`src/rtl/render_queue_ctrl.sv`:
```
// render_queue_ctrl: assembles 48-bit sprite commands from 16-bit bus writes and releases them to the display one committed frame at a time
// Optional: define RENDER_QUEUE_REPLAY_EN to keep the last committed frame and replay it until a newer frame is committed.
module render_queue_ctrl #(
  parameter int DEPTH = 25,
  parameter int PW = $clog2(DEPTH)
) (
  input  logic        clk50,
  input  logic        reset,
  input  logic        chipselect,
  input  logic        write,
  input  logic        read,
  input  logic [1:0]  address,
  input  logic [15:0] writedata,
  output logic [15:0] readdata,
  input  logic        render_queue_pop_front,
  output logic [47:0] render_queue_dout
);
  localparam logic [47:0] MARKER = {8'hFF, 40'h0};
  typedef enum logic [1:0] {IDLE, HAVE_LO, HAVE_MID} state_t;
  state_t state_q, state_d;
  logic [15:0] lo_q, lo_d, mid_q, mid_d, readdata_q, readdata_d;
  logic [PW-1:0] wr_q, wr_d, rd_q, rd_d, cmt_q, cmt_d, base_q, base_d;
  logic full_q, full_d, ovf_q, ovf_d, seq_q, seq_d;
  logic [47:0] mem_q [DEPTH];
  logic wr_en, rd_en, push_req, push_ok, pop_ok, base_adv, avail;
  logic [7:0] count;
  logic [47:0] head;

  function automatic logic [PW-1:0] inc(input logic [PW-1:0] p);
    return (p == PW'(DEPTH - 1)) ? '0 : p + 1'b1;
  endfunction

  assign wr_en = chipselect && write;
  assign rd_en = chipselect && read;
  assign avail = rd_q != cmt_q;
  assign head = mem_q[rd_q];
  assign render_queue_dout = avail ? head : MARKER;
  assign readdata = readdata_q;
  assign readdata_d = rd_en ? ((address == 2'd3) ? {ovf_q, seq_q, 6'b0, count} : 16'h0) : readdata_q;

  // occupancy from base to wr; the full flag separates a full ring from an empty one
  always_comb begin
    count = full_q ? 8'(DEPTH) : (wr_q >= base_q) ? 8'(wr_q - base_q) : 8'(DEPTH + int'(wr_q) - int'(base_q));
  end

  // command assembly FSM plus sticky error flags; an out-of-order half is dropped
  always_comb begin
    state_d = state_q;
    lo_d = lo_q;
    mid_d = mid_q;
    seq_d = seq_q;
    ovf_d = ovf_q;
    push_req = 1'b0;
    if (wr_en) begin
      if (address == 2'd0) begin
        lo_d = writedata;
        state_d = HAVE_LO;
      end else if (address == 2'd1) begin
        mid_d = (state_q == HAVE_LO) ? writedata : mid_q;
        seq_d = seq_q || (state_q != HAVE_LO);
        state_d = (state_q == HAVE_LO) ? HAVE_MID : IDLE;
      end else if (address == 2'd2) begin
        push_req = state_q == HAVE_MID;
        seq_d = seq_q || (state_q != HAVE_MID);
        state_d = IDLE;
      end else begin
        seq_d = 1'b0;
        ovf_d = 1'b0;
      end
    end
    if (push_req && full_q) ovf_d = 1'b1;
  end

  // ring pointers: a marker push commits the frame, pops walk rd and free entries behind it
  always_comb begin
    wr_d = wr_q;
    rd_d = rd_q;
    cmt_d = cmt_q;
    base_d = base_q;
    base_adv = 1'b0;
    push_ok = push_req && !full_q;
    pop_ok = render_queue_pop_front && avail;
    if (push_ok) begin
      wr_d = inc(wr_q);
      cmt_d = (writedata[15:8] == 8'hFF) ? inc(wr_q) : cmt_q;
    end
`ifdef RENDER_QUEUE_REPLAY_EN
    if (pop_ok && head[47:40] == 8'hFF && inc(rd_q) == cmt_q) begin
      rd_d = base_q;
    end else if (pop_ok && head[47:40] == 8'hFF) begin
      rd_d = inc(rd_q);
      base_d = inc(rd_q);
      base_adv = 1'b1;
    end else if (pop_ok) begin
      rd_d = inc(rd_q);
    end
`else
    if (pop_ok) begin
      rd_d = inc(rd_q);
      base_d = inc(rd_q);
      base_adv = 1'b1;
    end
`endif
    full_d = base_adv ? 1'b0 : push_ok ? (wr_d == base_q) : full_q;
  end

  // control state; reset drops every entry including a half-built command
  always_ff @(posedge clk50 or posedge reset) begin
    if (reset) begin
      state_q <= IDLE;
      lo_q <= '0;
      mid_q <= '0;
      readdata_q <= '0;
      wr_q <= '0;
      rd_q <= '0;
      cmt_q <= '0;
      base_q <= '0;
      full_q <= 1'b0;
      ovf_q <= 1'b0;
      seq_q <= 1'b0;
    end else begin
      state_q <= state_d;
      lo_q <= lo_d;
      mid_q <= mid_d;
      readdata_q <= readdata_d;
      wr_q <= wr_d;
      rd_q <= rd_d;
      cmt_q <= cmt_d;
      base_q <= base_d;
      full_q <= full_d;
      ovf_q <= ovf_d;
      seq_q <= seq_d;
    end
  end

  // command storage; contents are only observed behind committed pointers so no reset is needed
  always_ff @(posedge clk50) begin
    if (push_ok) mem_q[wr_q] <= {writedata, mid_q, lo_q};
  end
endmodule
```
`config.mk`:
```
export PLATFORM = sky130hd
export DESIGN_NAME = render_queue_ctrl
export DESIGN_NICKNAME = d
export VERILOG_FILES = /design/src/rtl/render_queue_ctrl.sv
export SDC_FILE = /design/constraint.sdc
export NUM_CORES = 1
export LEC_CHECK = 0
export CORE_ASPECT_RATIO = 1.5
export CORE_UTILIZATION = 60
export CTS_CLUSTER_DIAMETER = 30
export DETAILED_ROUTE_END_ITERATION = 6
export PLACE_DENSITY = 0.77
export SLEW_MARGIN = 20
export SYNTH_ARGS = -nofsm -noshare
export SYNTH_HDL_FRONTEND = slang
export SYNTH_SLANG_ARGS = --single-unit
```
`constraint.sdc`:
```
create_clock -name clk50 -period 4.9 [get_ports clk50]
set_input_delay 0.98 -clock clk50 [delete_from_list [all_inputs] [get_ports clk50]]
set_output_delay 0.98 -clock clk50 [all_outputs]
set_load 0.01 [all_outputs]
```
# After elaboration in Yosys (flattened, before gate mapping)
# Memories as Yosys holds them, arrays and structs flattened.
# Cells that the tools add are included.
# word_totals
output_inout_bits	64
input_bits	24
reg_bits	68
memories	1
elab_cells	78
mem_bits_rw	1200
# classes
eq_ne	15
reduce_logical	18
muxes	27
magnitude_cmp	1
add_sub_neg	5
bitwise_logic	1
# memory_table
name	depth	word_bits	rd	rd_ports_with_merged_regs	write_ports	line	text
mem_q	25	48	1	0	1	24	logic [47:0] mem_q [DEPTH];
# op_table
op	n
$mux W48	1
$mux W1	16
$mux W16	1
$mux W8	2
$mux W5	3
$add A5 B1 Y5 const B	2
$eq A5 B5 Y1 const B	2
$eq A8 B8 Y1 const B	1
$mux W2	4
$ne A2 B1 Y1 const B	4
$reduce_and A2 Y1	4
$reduce_and A4 Y1	2
$sub A6 B5 Y7	1
$add A5 B5 Y6 const A	1
$eq A2 B2 Y1 const B	3
$sub A5 B5 Y6	1
$eq A5 B5 Y1	1
$ge A5 B5 Y1	1
$logic_and A1 B1 Y1	5
$ne A5 B5 Y1	1
$eq A2 B1 Y1 const B	2
$reduce_bool A2 Y1	2
$reduce_bool A3 Y1	1
$logic_not A2 Y1	1
4 further kinds	5

# Depth between registers and ports, before layout
# depth
word_depth	10
depth_mapped	15
depth_no_buf	11

# Least setup slack after synthesis
# OpenSTA, ideal clock, no wires.
# synth_path
path_type	in2reg
from	in address[1]
to	mem mem_q[23][0] (enable)
t_arrival_ns	4.095
setup_ns	0.454
path_stages	6
required_ns	4.446
n_path_buf	2
slack_ns	0.351
path_cell_list	clkbuf_1 -> nand4bb_1 -> nor3_2 -> buf_2 -> nand2_1 -> nor2_1
# synth_via
elab_chain_cells	8
word_cells_on_any_way	10
classes_between	2 x eq/ne; 6 x mux; 2 x reduce/logical
# synth_rtl
item	line	text
start: declaration	12	input logic [1:0] address,
$eq A2 B2 Y1	62	end else if (address == 2'd2) begin
$mux W1	62	
$mux W1	58	end else if (address == 2'd1) begin
$mux W1 *	55	if (address == 2'd0) begin
$mux W1 *	54	if (wr_en) begin
$logic_and A1 B1 Y1 *	81	push_ok = push_req && !full_q;
$mux W1 *	138	if (push_ok) mem_q[wr_q] <= {writedata, mid_q, lo_q};
$mux W1 (not written as such) *	138	
end: declaration	24	
# Mark *: on every way between the ends. The rest lies on a longest branch, timed or not.

==> results_dict.tcl <==
set metrics [dict create \
    power_switching_uw 10500 \
    reg2regPathDepth 8 \
    hold_path.class "flop to flop" \
    antenna_left 0 \
    wl_met3_um 12000 \
    multiInputGateArea_mm2 0.0109 \
    final_design_area_no_fill_mm2 0.0572 \
    clock_power_share_pct 33.4 \
    max-vdd-ir-drop_uv 497 \
    grtUsageTotal_pct 30.6 \
    netlist_instances 2353 \
    final_nets 2624 \
    synth-async-reset-ratio_pct 4.84 \
    wl_um 124000 \
    place_area_mm2 0.0519 \
    yosysMostFrequentCell "edfxtp_1" \
    required_ns 3.92 \
    place_congestion 0.849 \
    tightest_slew_ns 1.05 \
    maxCapViolCount 0 \
    port_buffers 81 \
    num_vias 25625 \
    power_frac_comb_pct 28.1 \
    clock_skew_ns 0.0316 \
    die_y_um 352 \
    cts_tree "yes" \
    core-area_mm2 0.0810 \
    synthTopCellsByArea "edfxtp_1, mux4_2, dfrtp_1, nand2_1, nor2_1" \
    postCtsHoldBufs 0 \
    grt_pass1_wl_um 181000 \
    synth_commonest_cells "edfxtp_1, mux4_2, nand2_1" \
    p_int_uw 23700 \
    io_pins 88 \
    r2r_slack_ns 1.52 \
    hpwl_um 65200 \
    top_layer "met4" \
    rows 128 \
    setup_tns_ns 0 \
    drtIter0Drc 3494 \
    start_util_pct 60.5 \
    setup_viol 0 \
    yosysTopAreaCellShare_pct 73.5 \
    vias_per_cell 6.84 \
    grt.overflow.total 0 \
    worst_slew_margin_rel_pct 29.8 \
    htreeDepth 4 \
    clock_sinks 1261 \
    yosysSeqAreaShare_pct 76.6 \
    yosys.area.top_type "edfxtp_1" \
    area_growth_pct 16.6 \
    hold_violations 0 \
    synth_flop_cell "edfxtp_1" \
    antenna_found_initial 0 \
    grt_max_degree 48 \
    ys_types 52 \
    ys_ff_latch 1261 \
    hold_depth 2 \
    clkLatencyLatePin_ns 0.76 \
    end_kind "primary output" \
    cts_buffer_depth 3 \
    period_share_pct 97.6 \
    fp.dieArea_mm2 0.0829 \
    p_leak_uw 0.0188 \
    fp.dieW_um 235 \
    dr.pass1.iters 5 \
    grt_pass1_vias 26921 \
    p_per_area_mw_per_mm2 598 \
    fin_crit_ns 4.78 \
    status "complete, no violations" \
    drc 0 \
    clk_pin_slew_ns 0.06 \
    crit_arrival_ns 3.80 \
    synth_edf_count 1200 \
    timing.fmax_ghz 0.209 \
    seq_area_mm2 0.0376 \
    critPathKind "flop to primary output" \
    report.final.slew_viol_count 0 \
    drive_gt1_share_pct 28.9 \
    met1_length_um 41800 \
    syn_area_mm2 0.0490 \
    switching_share_pct 30.6 \
    seq_power_share_pct 38.5 \
    ys_warn_count 0 \
    dr_wl_met2_um 63800 \
    wl_per_cell_um 33.0 \
    cts_buffers 148 \
    crit_fanout 36 \
    fillers 4526 \
    crit_path_start_kind "flop" \
    cts_root_buf "clkbuf_16" \
    syn_avg_cell_area_um2 20.8 \
    grt_setup_unrepaired "no" \
]
-- metrics by stage --
step | hold slack, ns | std cells | total power (uW) | setup slack (ns) | util, %
2_1_floorplan | 0.467 | 2358 | 19300 | 0.351 | -
3_3_place_gp | 0.472 | 3460 | 22500 | 0.528 | 64.0
3_5_place_dp | 0.489 | 3460 | 22700 | 0.494 | 64.0
4_1_cts | 0.501 | 3738 | 34200 | 0.0100 | 70.5
5_1_grt | 0.530 | 3744 | 35300 | 0.0620 | 70.6
6_report | 0.499 | 3745 | 34200 | 0.117 | 70.6
-- sequential cells by signal (all words and copies together), names as in the netlist --
signal / flops
ovf_q: 1
mem_q: 1200
base_q: 5
lo_q: 16
wr_q: 5
cmt_q: 5
seq_q: 1
state_q: 2
readdata: 9
mid_q: 16
full_q: 1
-- final cells by class --
type | count | share of cell area [%]
sequential | 1261 | 65.7
multi-input combinational | 944 | 19.1
clock buffer | 165 | 6.88
timing repair buffer | 201 | 3.66
tap | 1040 | 2.28
clock inverter | 111 | 2.19
inverter | 22 | 0.144
antenna | 1 | 0.00438
-- worst max-delay path, cell delays in order (launching register included) --
cell and delay (ns):
dfrtp_2 0.63, buf_4 0.51, xnor2_1 0.18, nand3_1 0.15
or2_2 0.49, o21ai_0 0.35, clkdlybuf4s50_1 0.69
-- power groups by stage --
stage / Sequential, uW / Combinational (uW) / Clock, uW
after floorplan: 13000 / 6330 / 0
after global placement: 13400 / 9050 / 0
after detailed placement: 13500 / 9190 / 0
after CTS: 13200 / 9480 / 11500
after global routing: 13200 / 10200 / 11900
final: 13200 / 9620 / 11400
-- cells in the final DEF (no fill, tap or decap), types with 18 or more instances in the layout --
cell	count
mux2_2	41
a21oi_1	51
o21ai_0	18
ha_1	19
edfxtp_1	1200
a211oi_1	20
buf_4	88
buf_12	31
clkdlybuf4s50_1	78
nand2_1	173
mux4_2	308
clkbuf_16	154
nor2_4	25
mux2i_1	22
nor2_1	116
dfrtp_1	56
o32ai_1	21
inv_6	23
-- routing by layer --
metal / GRT usage [%] / up-vias
met5: 0 / -
met4: 15.0 / 0
met3: 5.98 / 402
met2: 51.6 / 1698
met1: 38.4 / 13394
li1: - / 10131
-- path summary, 6_finish.rpt --
| kind | startpoint | end |
|---|---|---|
| max | base_q[4] | render_queue_dout[42] |
| min | readdata[5] | readdata[5] |
| max reg2reg | base_q[2] | readdata[1] |
| min reg2reg | readdata[5] | readdata[5] |
| max in group asynchronous | reset | lo_q[10] |
| min in group asynchronous | reset | seq_q |
-- kinds of logic (layout without fill, tap and decap cells) --
kind of cell,Yosys count,count (layout),share of synthesized area (%)
and+or+nand+nor,349,349,2.84
muxes,371,371,15.5
AOI/OAI and AO/OA,180,180,2.58
adders and majority gates,22,22,0.607
other,1,7,0.00765
buffers and inverters,153,499,1.57
DFF,1261,1261,76.6
xor gates and xnor gates,16,16,0.286
-- repair_timing --
action | CTS | global route
gates resized for setup | 0 | 2
setup buffers | 2 | 6
setup endpoints to repair | 7 | 5
pin swaps | 0 | 0
Note: power is estimated with default switching activity, not from simulation.
